[src/rtl/wb_regfile_pkg.sv]
// Shared widths and helpers for the writeback / register-file slice.
package wb_regfile_pkg;

  localparam int XLEN       = 32;
  localparam int NREGS      = 32;
  localparam int REG_ADDR_W = 5;
  localparam int CNT_W_DEF  = 64;

  localparam logic [REG_ADDR_W-1:0] REG_ZERO = 5'd0;

  // x0 is hardwired, so a writeback aimed at it is never a commit.
  function automatic logic is_commit(input logic valid, input logic reg_write,
                                     input logic [REG_ADDR_W-1:0] rd);
    return valid & reg_write & (rd != REG_ZERO);
  endfunction

endpackage

[src/rtl/wb_regfile_if.sv]
// MEM/WB -> writeback bus plus ID-stage read ports and last-commit record.
interface wb_regfile_if
  import wb_regfile_pkg::*;
();

  logic                  wb_valid_i;
  logic                  RegWrite_i;
  logic                  MemtoReg_i;
  logic [XLEN-1:0]       MD_i;
  logic [XLEN-1:0]       ALUout_i;
  logic [REG_ADDR_W-1:0] RD_i;
  logic [REG_ADDR_W-1:0] RS1addr_i;
  logic [REG_ADDR_W-1:0] RS2addr_i;
  logic [XLEN-1:0]       RS1data_o;
  logic [XLEN-1:0]       RS2data_o;
  logic [XLEN-1:0]       WBdata_o;
  logic                  last_vld_o;
  logic [REG_ADDR_W-1:0] last_rd_o;
  logic [XLEN-1:0]       last_data_o;

  modport master (
    output wb_valid_i, RegWrite_i, MemtoReg_i, MD_i, ALUout_i, RD_i, RS1addr_i, RS2addr_i,
    input  RS1data_o, RS2data_o, WBdata_o, last_vld_o, last_rd_o, last_data_o
  );

  modport slave (
    input  wb_valid_i, RegWrite_i, MemtoReg_i, MD_i, ALUout_i, RD_i, RS1addr_i, RS2addr_i,
    output RS1data_o, RS2data_o, WBdata_o, last_vld_o, last_rd_o, last_data_o
  );

endinterface

[src/rtl/wb_regfile_array.sv]
// NREGS x XLEN register storage: one write port, two asynchronous read ports, x0 reads zero.
module wb_regfile_array
  import wb_regfile_pkg::*;
(
  input  logic                  clk_i,
  input  logic                  rst_i,
  input  logic                  i_we,
  input  logic [REG_ADDR_W-1:0] i_waddr,
  input  logic [XLEN-1:0]       i_wdata,
  input  logic [REG_ADDR_W-1:0] i_raddr1,
  input  logic [REG_ADDR_W-1:0] i_raddr2,
  output logic [XLEN-1:0]       o_rdata1,
  output logic [XLEN-1:0]       o_rdata2
);

  logic [XLEN-1:0] r_regs [NREGS];

  genvar gi;
  generate
    for (gi = 0; gi < NREGS; gi++) begin : g_reg
      always_ff @(posedge clk_i or posedge rst_i) begin
        if (rst_i) begin
          r_regs[gi] <= '0;
        end else if (i_we && (i_waddr == REG_ADDR_W'(gi)) && (gi != 0)) begin
          r_regs[gi] <= i_wdata;
        end
      end
    end
  endgenerate

  assign o_rdata1 = (i_raddr1 == REG_ZERO) ? '0 : r_regs[i_raddr1];
  assign o_rdata2 = (i_raddr2 == REG_ZERO) ? '0 : r_regs[i_raddr2];

endmodule

[src/rtl/wb_regfile.sv]
// Writeback stage: result select, register-file commit, retired counter, last-commit record.
// Optional same-cycle write-to-read bypass is enabled by defining WB_BYPASS_EN.
module wb_regfile
  import wb_regfile_pkg::*;
#(
  parameter int CNT_W = CNT_W_DEF
) (
  input  logic             clk_i,
  input  logic             rst_i,
  wb_regfile_if.slave      bus,
  output logic [CNT_W-1:0] instret_o
);

  logic [XLEN-1:0]       w_wbdata;
  logic                  w_commit;
  logic [XLEN-1:0]       w_arr_rs1;
  logic [XLEN-1:0]       w_arr_rs2;
  logic [XLEN-1:0]       w_rs1;
  logic [XLEN-1:0]       w_rs2;

  logic                  r_last_vld;
  logic [REG_ADDR_W-1:0] r_last_rd;
  logic [XLEN-1:0]       r_last_data;
  logic [CNT_W-1:0]      r_instret;

  assign w_wbdata = bus.MemtoReg_i ? bus.MD_i : bus.ALUout_i;
  // Gated by reset so neither the array nor the bypass sees a commit while in reset.
  assign w_commit = is_commit(bus.wb_valid_i, bus.RegWrite_i, bus.RD_i) & ~rst_i;

  wb_regfile_array u_array (
    .clk_i    (clk_i),
    .rst_i    (rst_i),
    .i_we     (w_commit),
    .i_waddr  (bus.RD_i),
    .i_wdata  (w_wbdata),
    .i_raddr1 (bus.RS1addr_i),
    .i_raddr2 (bus.RS2addr_i),
    .o_rdata1 (w_arr_rs1),
    .o_rdata2 (w_arr_rs2)
  );

`ifdef WB_BYPASS_EN
  assign w_rs1 = (w_commit && (bus.RS1addr_i == bus.RD_i)) ? w_wbdata : w_arr_rs1;
  assign w_rs2 = (w_commit && (bus.RS2addr_i == bus.RD_i)) ? w_wbdata : w_arr_rs2;
`else
  assign w_rs1 = w_arr_rs1;
  assign w_rs2 = w_arr_rs2;
`endif

  always_ff @(posedge clk_i or posedge rst_i) begin
    if (rst_i) begin
      r_last_vld  <= 1'b0;
      r_last_rd   <= '0;
      r_last_data <= '0;
      r_instret   <= '0;
    end else begin
      r_last_vld <= w_commit;
      if (w_commit) begin
        r_last_rd   <= bus.RD_i;
        r_last_data <= w_wbdata;
      end
      if (bus.wb_valid_i) begin
        r_instret <= r_instret + CNT_W'(1);
      end
    end
  end

  assign bus.RS1data_o   = w_rs1;
  assign bus.RS2data_o   = w_rs2;
  assign bus.WBdata_o    = w_wbdata;
  assign bus.last_vld_o  = r_last_vld;
  assign bus.last_rd_o   = r_last_rd;
  assign bus.last_data_o = r_last_data;
  assign instret_o       = r_instret;

endmodule

[src/flat_wrapper.sv]
// flat-port wrapper written by rule: the top's interface ports become plain ports
module wb_regfile_flat import wb_regfile_pkg::*;
#(
  parameter int CNT_W = CNT_W_DEF
)
  (clk_i, rst_i, instret_o, bus_wb_valid_i, bus_RegWrite_i, bus_MemtoReg_i, bus_MD_i, bus_ALUout_i, bus_RD_i, bus_RS1addr_i, bus_RS2addr_i, bus_RS1data_o, bus_RS2data_o, bus_WBdata_o, bus_last_vld_o, bus_last_rd_o, bus_last_data_o);
  wb_regfile_if bus_i ();
  input  logic clk_i;
  input  logic rst_i;
  output logic [CNT_W-1:0] instret_o;
  input wire logic [$bits(bus_i.wb_valid_i)-1:0] bus_wb_valid_i;
  input wire logic [$bits(bus_i.RegWrite_i)-1:0] bus_RegWrite_i;
  input wire logic [$bits(bus_i.MemtoReg_i)-1:0] bus_MemtoReg_i;
  input wire logic [$bits(bus_i.MD_i)-1:0] bus_MD_i;
  input wire logic [$bits(bus_i.ALUout_i)-1:0] bus_ALUout_i;
  input wire logic [$bits(bus_i.RD_i)-1:0] bus_RD_i;
  input wire logic [$bits(bus_i.RS1addr_i)-1:0] bus_RS1addr_i;
  input wire logic [$bits(bus_i.RS2addr_i)-1:0] bus_RS2addr_i;
  output wire logic [$bits(bus_i.RS1data_o)-1:0] bus_RS1data_o;
  output wire logic [$bits(bus_i.RS2data_o)-1:0] bus_RS2data_o;
  output wire logic [$bits(bus_i.WBdata_o)-1:0] bus_WBdata_o;
  output wire logic [$bits(bus_i.last_vld_o)-1:0] bus_last_vld_o;
  output wire logic [$bits(bus_i.last_rd_o)-1:0] bus_last_rd_o;
  output wire logic [$bits(bus_i.last_data_o)-1:0] bus_last_data_o;
  assign bus_i.wb_valid_i = bus_wb_valid_i;
  assign bus_i.RegWrite_i = bus_RegWrite_i;
  assign bus_i.MemtoReg_i = bus_MemtoReg_i;
  assign bus_i.MD_i = bus_MD_i;
  assign bus_i.ALUout_i = bus_ALUout_i;
  assign bus_i.RD_i = bus_RD_i;
  assign bus_i.RS1addr_i = bus_RS1addr_i;
  assign bus_i.RS2addr_i = bus_RS2addr_i;
  assign bus_RS1data_o = bus_i.RS1data_o;
  assign bus_RS2data_o = bus_i.RS2data_o;
  assign bus_WBdata_o = bus_i.WBdata_o;
  assign bus_last_vld_o = bus_i.last_vld_o;
  assign bus_last_rd_o = bus_i.last_rd_o;
  assign bus_last_data_o = bus_i.last_data_o;
  wb_regfile #(.CNT_W(CNT_W)) u_core (.clk_i(clk_i), .rst_i(rst_i), .bus(bus_i), .instret_o(instret_o));
endmodule
[config.mk]
export PLATFORM = sky130hd
export DESIGN_NAME = wb_regfile_flat
export DESIGN_NICKNAME = d
export VERILOG_FILES = /design/src/rtl/wb_regfile_pkg.sv /design/src/rtl/wb_regfile_if.sv /design/src/rtl/wb_regfile_array.sv /design/src/rtl/wb_regfile.sv /design/src/flat_wrapper.sv
export SDC_FILE = /design/constraint.sdc
export NUM_CORES = 2
export LEC_CHECK = 0
export CAP_MARGIN = 20
export CORE_MARGIN = 3
export CORE_UTILIZATION = 40
export DETAILED_ROUTE_END_ITERATION = 7
export GPL_ROUTABILITY_DRIVEN = 0
export GPL_TIMING_DRIVEN = 0
export RECOVER_POWER = 50
export SLEW_MARGIN = 10
export SYNTH_ARGS = -nofsm -noshare
export SYNTH_HDL_FRONTEND = slang
export SYNTH_SLANG_ARGS = --single-unit
export TNS_END_PERCENT = 10
[constraint.sdc]
create_clock -name clk_i -period 50.7 [get_ports clk_i]
set_input_delay 12.675 -clock clk_i [delete_from_list [all_inputs] [get_ports clk_i]]
set_output_delay 12.675 -clock clk_i [all_outputs]
set_load 0.02 [all_outputs]
==> qor.yml <==
status: "finished, violations left"
violations: "capacitance limit, slew limit"
clk_pin_slew_ns: 0.06
finalCritPeriodShare_pct: 58.87
clock-root-buffer: "clkbuf_16"
fin_skew_ns: 0.008435
fp-row-count: 136
synth_top_cells_by_count: "1094 x dfrtp_1, 685 x nand2_1, 648 x o21ai_0"
core-area_um2: 137800
synth-seq-cells: 1094
grt_pass1_wl_um: 301100
max_slew_margin_pct: -316.6
ioPinCount: 282
clk_path_buf_depth: 3
grt_pass1_vias: 45480
max_freq_mhz: 33.50
fillCellCount: 12830
avgSynthCellArea_um2: 10.68
cap_violations: 13
postCtsSetupBuffers: 0
fp.dieArea_um2: 143600
grt_max_degree: 119
synth_edf_count: 0
dieWidth_um: 379.0
synth_top_area_share_pct: 49.21
period_needed_ns: 29.85
netlist_top_cells_area: "dfrtp_1 49%, mux4_2 16%, o21ai_0 5.8%"
fin_util_pct: 46.98
synthMostInstantiatedCell: "dfrtp_1"
routed_via_density: 6.057
drc: 0
wirelength_um: 204100
dpl.hpwl_um: 158700
worst_slew_pin_slew_ns: 6.248
num_vias: 45510
ant_nets: 0
postLayoutCellArea_um2: 64750
p_leak_nw: 27.82
chipHeight_um: 379.0
arrival_ns: 17.17
grt_remaining_overflow: 0
htreeDepth: 3
antenna_found_initial: 12
cts_buffers: 112
port_buffers: 269
dr.first_iter.drc_count: 4907
track_usage_pct: 28.22
ctsHoldBuffers: 0
synth_area_um2: 55640
required_ns: 38.03
cts_tree: "built"
ys_seq_area_share_pct: 49.21
areaGrowthSynthToFinish_pct: 16.38
drive_gt1_share_pct: 14.37
drtPass1Iterations: 6
syn-num-nets: 5294
ys.flop_type: "dfrtp_1"
start_util_pct: 40.37
yosys_warnings: 32
async_flop_share_pct: 100.0
yosys.area.top_type: "dfrtp_1"
maxSlewViolCount: 1128
power.density_nw_per_um2: 36.60
wl_per_cell_um: 27.16
synth_cell_types: 51
hold_path_class: "reg2reg"
layout.nets: 5703
finalHoldViolCount: 0
cts_sinks: 1094
end_kind: "output port"
crit_type: "in2out"
netlist_instances: 5209
insertion_delay_ns: 0.73
finalSetupViolCount: 0
rsz0062_at_grt: "no"
path_max_fanout: 10
placed_area_um2: 60980
cts_resized: 0
start_kind: "input pin"
irDropWorstVdd_mv: 0.02500
[path summary, 6_finish.rpt]
kind	startpoint	to	slack (ns)	depth (start not counted)
min in group asynchronous	rst_i	u_core.instret_o[58]	12.86	2
hold reg to reg	u_core.instret_o[17]	u_core.instret_o[17]	0.49	1
max in group asynchronous	rst_i	u_core.u_array.r_regs[249]	23.71	6
setup / recovery	bus_RS1addr_i[2]	bus_RS1data_o[29]	20.85	8
setup reg to reg	u_core.instret_o[11]	u_core.instret_o[61]	47.45	5
hold / removal	u_core.instret_o[17]	u_core.instret_o[17]	0.49	1
[sequential cells by signal, summed over array words and instances, names as in the netlist]
signal,cells
u_core.bus.last_rd_o,5
u_core.bus.last_data_o,32
u_core.bus.last_vld_o,1
u_core.u_array.r_regs,992
u_core.instret_o,64
[worst max-delay path: stages]
cell and delay [ns]:
buf_2 0.35, clkbuf_1 0.80, buf_1 1.00, mux4_2 0.46, a22o_1 0.28, o21ai_0 0.51, o21ai_0 0.41, clkdlybuf4s50_1 0.65
[layout make-up]
type                       count  area (um2)  share of cell area, %
sequential                  1094       27380                  42.28
multi-input combinational   3559       25970                  40.11
clock buffer                 157        3327                  5.138
timing repair buffer         295        2861                  4.419
tap                         1794        2245                  3.467
buffer                       516        2079                  3.211
clock inverter                53       724.4                  1.119
inverter                      40       151.4                 0.2338
antenna                        6       15.01                0.02319
[per-stage QoR]
step	instances	setup TNS (ns)	hold slack, ns	total power [mW]	worst slack [ns]
after floorplan	5209	0	0.4604	1.301	7.100
after detailed placement	7294	0	0.4821	1.464	21.01
after global routing	7509	0	0.5102	2.455	20.97
final	7514	0	0.4881	2.370	20.85
after global placement	7272	-5975.62	0.4740	1.449	-5.621
after CTS	7504	0	0.4955	2.376	21.01
[cell families after synthesis]
family | share of synthesized area [%]
multiplexers | 21.02
XOR/XNOR | 0.9760
AO/OA/AOI/OAI | 14.89
buffers and inverters | 4.016
AND/OR/NAND/NOR | 9.868
flip-flops | 49.21
adder cells (fa/ha/maj) | 0.02248
[layout by cell type, fill, tap and decap left out, drive strengths merged, types with 10 or more instances in the layout]
master	synthesis	layout
clkinv	0	25
o221ai	32	32
clkbuf	360	531
clkinvlp	0	11
nor3	14	14
xor2	15	15
nand2	685	685
buf	156	168
o22ai	32	32
nand4	23	23
clkdlybuf4s50	0	224
nor2b	10	10
a22o	129	129
inv	40	41
a21oi	513	513
nor2	538	538
dfrtp	1094	1094
mux2	100	100
a22oi	63	63
dlygate4sd3	0	45
and3	11	11
o21ai	673	673
o31ai	32	32
nand3	27	27
xnor2	47	47
bufinv	0	16
mux2i	192	192
mux4	384	384
[metal layers]
layer  up-vias  share of wire [%]  GRT usage, %
met3       409                9.7         6.806
li1      19630                  -             -
met5         -              0.025             0
met1     23260                 40         37.57
met4         8                4.2         11.57
met2      2203                 46         44.39
[report_power, final]
part	switching (mW)	internal [mW]
logic	0.234	0.177
registers	0.0769	0.967
clock network	0.376	0.539
total	0.687	1.68
(Power assumes the default switching activity.)
